--- src/rtl/pwm_alarm_ctrl.sv ---
// Duty-cycle selector in front of the pwm block: manual duty when idle, ramped
// beep bursts with acknowledge and snooze while an alarm is running.
module pwm_alarm_ctrl #(
    parameter int DUTY_MAX     = 100,
    parameter int TICK_DIV     = 100000,
    parameter int ON_TICKS     = 200,
    parameter int OFF_TICKS    = 200,
    parameter int SNOOZE_TICKS = 5000,
    parameter int RAMP_STEP    = 20
) (
    input  logic       clk,
    input  logic       rst,
    input  logic [6:0] manual_duty,
    input  logic       trigger,
    input  logic       ack,
    input  logic       snooze,
    output logic [6:0] duty_cmd,
    output logic       alarm_active,
    output logic [1:0] state,
    output logic [7:0] burst_cnt
);

    localparam int PW = (TICK_DIV > 2) ? $clog2(TICK_DIV) : 1;
    localparam int MAX_TICKS = (ON_TICKS > OFF_TICKS) ?
        ((ON_TICKS > SNOOZE_TICKS) ? ON_TICKS : SNOOZE_TICKS) :
        ((OFF_TICKS > SNOOZE_TICKS) ? OFF_TICKS : SNOOZE_TICKS);
    localparam int DW = (MAX_TICKS > 2) ? $clog2(MAX_TICKS) : 1;
    localparam logic [6:0] DMAX  = 7'(DUTY_MAX);
    localparam logic [6:0] RSTEP = 7'(RAMP_STEP);

    typedef enum logic [1:0] {
        S_IDLE   = 2'd0,
        S_ON     = 2'd1,
        S_OFF    = 2'd2,
        S_SNOOZE = 2'd3
    } state_t;

    state_t        cur;
    logic [PW-1:0] prescaler;
    logic [DW-1:0] dwell;
    logic [DW-1:0] dwell_last;
    logic [6:0]    level;
    logic          trigger_d;

    logic       tick;
    logic       expire;
    logic       trig_rise;
    logic [6:0] cmanual;
    logic [7:0] level_sum;
    logic [6:0] level_next;
    logic [7:0] burst_inc;

    assign state     = cur;
    assign cmanual   = (manual_duty > DMAX) ? DMAX : manual_duty;
    assign tick      = (prescaler == PW'(TICK_DIV - 1));
    assign trig_rise = trigger & ~trigger_d;
    // Sum is 8 bits wide so a large level plus step cannot wrap before the clamp.
    assign level_sum  = {1'b0, level} + {1'b0, RSTEP};
    assign level_next = (level_sum > {1'b0, DMAX}) ? DMAX : level_sum[6:0];
    assign burst_inc  = (burst_cnt == 8'hFF) ? burst_cnt : burst_cnt + 8'd1;
    assign expire     = tick && (dwell == dwell_last);

    always_comb begin
        dwell_last = '0;
        case (cur)
            S_ON:     dwell_last = DW'(ON_TICKS - 1);
            S_OFF:    dwell_last = DW'(OFF_TICKS - 1);
            S_SNOOZE: dwell_last = DW'(SNOOZE_TICKS - 1);
            default:  dwell_last = '0;
        endcase
    end

    always_ff @(posedge clk or posedge rst) begin
        if (rst) begin
            cur          <= S_IDLE;
            duty_cmd     <= '0;
            alarm_active <= 1'b0;
            burst_cnt    <= '0;
            prescaler    <= '0;
            dwell        <= '0;
            level        <= '0;
            trigger_d    <= 1'b0;
        end else begin
            trigger_d <= trigger;
            case (cur)
                S_IDLE: begin
                    duty_cmd  <= cmanual;
                    prescaler <= '0;
                    dwell     <= '0;
                    if (trig_rise && !ack) begin
                        cur          <= S_ON;
                        alarm_active <= 1'b1;
                        level        <= RSTEP;
                        duty_cmd     <= RSTEP;
                        burst_cnt    <= 8'd1;
                    end
                end
                default: begin
                    // Timed states: ack beats snooze, snooze beats timer expiry.
                    if (ack) begin
                        cur          <= S_IDLE;
                        alarm_active <= 1'b0;
                        duty_cmd     <= cmanual;
                        level        <= '0;
                        burst_cnt    <= '0;
                        prescaler    <= '0;
                        dwell        <= '0;
                    end else if (snooze && cur != S_SNOOZE) begin
                        cur       <= S_SNOOZE;
                        duty_cmd  <= '0;
                        prescaler <= '0;
                        dwell     <= '0;
                    end else if (expire) begin
                        prescaler <= '0;
                        dwell     <= '0;
                        case (cur)
                            S_ON: begin
                                cur      <= S_OFF;
                                duty_cmd <= '0;
                            end
                            S_OFF: begin
                                cur       <= S_ON;
                                level     <= level_next;
                                duty_cmd  <= level_next;
                                burst_cnt <= burst_inc;
                            end
                            default: begin
                                cur       <= S_ON;
                                level     <= RSTEP;
                                duty_cmd  <= RSTEP;
                                burst_cnt <= burst_inc;
                            end
                        endcase
                    end else if (tick) begin
                        prescaler <= '0;
                        dwell     <= dwell + 1'b1;
                    end else begin
                        prescaler <= prescaler + 1'b1;
                    end
                end
            endcase
        end
    end

endmodule

--- config.mk ---
export PLATFORM = sky130hd
export DESIGN_NAME = pwm_alarm_ctrl
export DESIGN_NICKNAME = d
export VERILOG_FILES = /design/src/rtl/pwm_alarm_ctrl.sv
export SDC_FILE = /design/constraint.sdc
export NUM_CORES = 1
export LEC_CHECK = 0
export CORE_ASPECT_RATIO = 0.8
export CORE_MARGIN = 2
export CORE_UTILIZATION = 54
export CTS_BUF_LIST = sky130_fd_sc_hd__clkbuf_16
export DETAILED_ROUTE_END_ITERATION = 16
export HOLD_SLACK_MARGIN = 0.03
export PLACE_DENSITY = 0.75
export REMOVE_ABC_BUFFERS = 1
export SETUP_SLACK_MARGIN = 0.5
export SLEW_MARGIN = 20
export SYNTH_ARGS = -nofsm -noshare
export SYNTH_HDL_FRONTEND = slang
export SYNTH_SLANG_ARGS = --single-unit
export TNS_END_PERCENT = 20
--- constraint.sdc ---
create_clock -name clk -period 2.83 [get_ports clk]
set_input_delay 0.4245 -clock clk [delete_from_list [all_inputs] [get_ports clk]]
set_output_delay 0.4245 -clock clk [all_outputs]
set_load 0.02 [all_outputs]
; ---- After elaboration in Yosys (flattened, before gate mapping)
; Index checks and enable logic that the tools add are counted.
[totals]
reg_bits = 56
inputBits = 12
out_inout_bits = 18
[op_classes]
addsub = 4
order_cmp = 2
eq_ne = 11
muxes = 41
n_bitwise = 2
n_reduce_logical = 14
[op_table]
columns = op, count
row1 = $mux W17, 5
row2 = $mux W7, 12
row3 = $mux W13, 5
row4 = $mux W8, 7
row5 = $pmux W7 S2, 2
row6 = $pmux W13 S2, 1
row7 = $add A17 B1 Y17 const B, 1
row8 = $eq A17 B17 Y1 const B, 1
row9 = $add A13 B1 Y13 const B, 1
row10 = $eq A13 B13 Y1, 1
row11 = $mux W2, 6
row12 = $add A7 B5 Y8 const B, 1
row13 = $add A8 B1 Y8 const B, 1
row14 = $eq A8 B8 Y1 const B, 1
row15 = $gt A8 B7 Y1 const B, 1
row16 = $gt A7 B7 Y1 const B, 1
row17 = $ne A3 B2 Y1 const B, 2
row18 = $reduce_and A5 Y1, 1
row19 = $reduce_bool A5 Y1, 1
row20 = $eq A2 B2 Y1 const B, 2
row21 = $ne A2 B2 Y1 const B, 2
row22 = $reduce_and A2 Y1, 2
row23 = $reduce_and A4 Y1, 1
row24 = $reduce_bool A4 Y1, 1
row25 = other kinds (11), 15

; ---- Longest topological paths before layout
[logic_depth]
ltp_word = 9
depth_mapped = 8

; ---- Least setup slack after synthesis
; Ideal clock, no wire load.
[synth_timing]
kind = register -> register
from = register level[2]
to = register duty_cmd[2]
arrival_ps = 2088
required_ps = 2705
path_slack_ps = 618
path_stages_with_launch = 7
path_buffers = 0
period_less_slack_ps = 2212
cell_sequence = dfrtp_1 -> ha_1 -> or4b_1 -> or3_4 -> a311oi_1 -> nor2_1 -> mux2_2
[synth_between]
elab_chain_len = 8
[synth_rtl]
columns = element, line_no
row1 = from (decl), 42  ; logic [6:0] level;
row2 = from (signal assigned), 123  ; level <= level_next;
row3 = $add A7 B5 Y8 *, 58  ; assign level_sum = {1'b0, level} + {1'b0, RSTEP};
row4 = $gt A8 B7 Y1, 59  ; assign level_next = (level_sum > {1'b0, DMAX}) ? DMAX : level_sum[6:0];
row5 = $mux W7 *, 59
row6 = $pmux W7 S2 *, 116  ; case (cur)
row7 = $mux W7 *, 113  ; end else if (expire) begin
row8 = $mux W7 *, 108  ; end else if (snooze && cur != S_SNOOZE) begin
row9 = $mux W7 *, 100  ; if (ack) begin
row10 = $mux W7 *, 85  ; case (cur)
row11 = to (signal assigned), 87  ; duty_cmd <= cmanual;
row12 = to (signal assigned), 103  ; duty_cmd <= cmanual;
row13 = to (signal assigned), 124  ; duty_cmd <= level_next;
row14 = to (decl), 17  ; output logic [6:0] duty_cmd,
; Mark *: on every way between the ends. The rest lies on a longest branch, timed or not. The select of a mux whose other input is x is not followed.
; A chain may end at the register's enable or synchronous reset.

; ---- Worst setup path in the final report
[layout_timing]
from = register level[3]
to = register duty_cmd[2]
[layout_between]
elab_chain_len = 8
[layout_rtl]
columns = element, line_no
row1 = $add A7 B5 Y8, 58
row2 = $gt A8 B7 Y1, 59
row3 = $mux W7, 59
row4 = $pmux W7 S2, 116
row5 = $mux W7, 113
row6 = $mux W7, 108
row7 = $mux W7, 100
row8 = $mux W7, 85
; Every way passes these cells. The select of a mux whose other input is x is not followed.

==> metrics.md <==
| Metric | Value |
|---|---|
| Dominant cells by area after synthesis | dfrtp_1, xor2_1, nor2_1 |
| First-pass GRT wire length | 13.5 mm |
| Die X | 92.0 um |
| Remaining global-route overflow | 0 |
| Cell count after synthesis | 355 |
| Synthesis-stage register bit count | 56 |
| Max-Slew Margin vs Limit | 50.8% |
| GR Layer Usage met3 | 3.34% |
| Type of the worst setup path | flip-flop to flip-flop |
| Share of the synthesized netlist area taken by xor and xnor gates | 6.54% |
| Number of max-slew violations in the final report | 0 |
| Setup-failing EPs final | 0 |
| Fillers | 478 |
| Sequential share of the synthesized area | 41.9% |
| Number of DRC violations after detailed routing | 0 |
| Routed wire length | 8.11 mm |
| Clk_skew | 5.90 ps |
| Dominant combinational cell family by area after synthesis | simple AND/OR/NAND/NOR gates |
| Average footprint of a synthesized cell | 9.42 um^2 |
| Overall die area | 6850 um^2 |
| Number of antenna-violating nets in the routed design | 0 |
| Post-synth EDFFs | 0 |
| Maximum vdd ir drop | 0.543 mV |
| DIE HEIGHT | 74.4 um |
| Type of destination of the critical path | flip-flop |
| CTS root buf | clkbuf_16 |
| Worst Hold Class | flip-flop to flip-flop |
| Worst-Skew Late Latency | 290 ps |
| Synthesis warning total | 0 |
| RSZ-0062 raised after global routing | yes |
| Pin slew with the least headroom to its limit | 737 ps |
| Number of optimization iterations in the first detailed-route pass | 5 |
| Routed wire length per instance | 17.1 um |
| Placeable core region | 5940 um^2 |
| Depth of the CTS H-tree | 2 |
| Clock Path Buffers | 2 |
| I/O pins | 30 |
| Starting density of the core | 56.3% |
| Met1 Resource Use GR | 40.1% |
| Area fraction of the dominant cell type after synthesis | 41.9% |
| F_max | 433 MHz |
| Critical-path maximum fanout | 6 |
| Post-route fraction of the period consumed by the critical path | 81.7% |
| Total GRT Usage | 25.0% |
| Post-synth top area cell | dfrtp_1 |
| Clock-pin transition on the worst setup and hold timing paths | 70 ps |
| Ratio of routed vias to standard cells | 6.16 |
| Clock net sink count | 56 |
| Startpoint type of the worst setup path | flip-flop |
| Final nets | 414 |
| Global routing usage on met2 | 36.8% |
| Outcome | completed |
| Total negative slack | 0 ps |
| CP required | 3010 ps |
| Post-synth ARST share | 100% |
| Num rows | 25 |
| Max-cap viol count | 0 |
| Unique cell type count in the Yosys netlist | 67 |
| Mux cell area share after synthesis | 3.59% |
| Final HPWL DP | 5.94 mm |
| Total inserted antenna cells | 0 |
| Number of DRC markers in iteration 0 | 277 |
| Routability cong. | 0.967 |
| Hold WS | 491 ps |
| Largest net degree at the start of global routing | 35 |
| Fraction of the mapped netlist area in compound gates | 16.2% |
| Power density relative to cell area | 753 nW/um^2 |
| Synthesis-to-layout area growth | 19.5% |
| Total count of hold-check failures in the final report | 0 |
| Busiest layer in global routing | met1 |
| CTS Buf Count | 5 |
| Fraction of layout cells with a size suffix above 1 | 12.2% |
| I/O Buffers | 29 |
| CP Data Arrival Time | 2490 ps |
| Antenna violations before repair | 0 |
| Post-synthesis adder-cell area fraction | 3.37% |
| Area of the mapped netlist | 3350 um^2 |
| Number of buffers inserted for hold repair after clock tree synthesis | 0 |
| Vias in the first global route | 2569 |
| Leakage power | 1.66 nW |
| Vias | 2924 |
| Primary flip-flop cell chosen by synthesis mapping | dfrtp_1 |
| CTS tree | done |
| Simple logic cell fraction of the synthesized area | 25.0% |
| Final period demand of the worst path | 2310 ps |
==> critical path, stage by stage (launching register included) <==
cell	delay (ps)
dfrtp_1	430
ha_2	230
or4b_1	510
or3_4	360
a311oi_2	320
nor2_1	80
mux2_2	260
==> registers in the layout, indices dropped and copies added (netlist names) <==
| name | cells |
|---|---|
| state | 2 |
| prescaler | 17 |
| duty_cmd | 7 |
| dwell | 13 |
| burst_cnt | 8 |
| alarm_active | 1 |
| level | 7 |
| trigger_d | 1 |
==> power by group <==
group	total, mW	leakage, nW	switching [mW]	internal [mW]
combinational	1.27	0.833	0.724	0.546
sequential	1.05	0.751	0.129	0.917
clock	0.694	0.0789	0.282	0.412
total	3.01	1.66	1.13	1.88
==> area by class of cell <==
type                       instances  area (um^2)  share of cell area, %
multi-input combinational        271         1870                   46.8
clock inverter                     3         37.5                  0.939
tap                               81          101                   2.53
inverter                          18         67.6                   1.69
clock buffer                       5          125                   3.13
sequential                        56         1400                   35.1
timing repair buffer              41          393                   9.82
==> repair_timing <==
item,4_1_cts,5_1_grt
setup endpoints to repair,9,31
hold endpoints to repair,0,0
cloned,0,1
resized for setup,3,8
pin swaps,0,1
buffers inserted,0,4
==> Yosys cell counts, drive strengths merged, types with 6 or more instances <==
library cell,instances
nand2,28
nand4,9
xor2,16
o21ai,18
xnor2,9
and3,11
and4,8
nand3,17
or3,6
ha,9
clkbuf,7
mux2,8
inv,18
o2111ai,7
a21oi,15
nor2,36
nor3,7
dfrtp,56
==> worst paths after layout <==
check | start | end | slack [ps] | cells past startpoint
worst max-delay path | level[3] | duty_cmd[2] | 520 | 6
worst min-delay path | prescaler[0] | prescaler[0] | 490 | 1
worst max register to register | level[3] | duty_cmd[2] | 520 | 6
worst min register to register | prescaler[0] | prescaler[0] | 490 | 1
max in group asynchronous | rst | level[2] | 1650 | 3
min in group asynchronous | rst | dwell[11] | 580 | 2
==> layer usage <==
layer	up-vias	part of all wire (%)
li1	1384	-
met4	0	0.49
met5	-	0
met2	119	43
met1	1417	50
met3	4	6.3
==> placed cells by master, fill, tap and decap left out, types with 8 or more instances in the layout <==
cell	count
xnor2_1	9
and3_1	9
nand3_1	15
and4_1	8
xor2_1	16
nand2_1	26
o21ai_0	15
dfrtp_1	55
clkdlybuf4s50_1	29
a21oi_1	15
buf_4	11
inv_1	17
nor2_1	34
==> cells by family after synthesis <==
| logic type | after synthesis |
|---|---|
| AOI/OAI and AO/OA | 78 |
| muxes | 11 |
| DFF | 56 |
| and+or+nand+nor | 147 |
| adders and majority gates | 9 |
| buffers and inverters | 29 |
| xor gates and xnor gates | 25 |
==> per-stage QoR <==
stage	utilization, %	instance area, um^2	setup WS (ps)	std cells	power (mW)
floorplan	-	3300	345	344	1.82
global placement	63.3	3760	396	462	2.25
detailed placement	63.3	3760	352	462	2.26
CTS	66.2	3940	485	470	2.97
global route	67.3	4000	471	475	3.19
finish	67.3	4000	519	475	3.01
(Power assumes the default switching activity.)
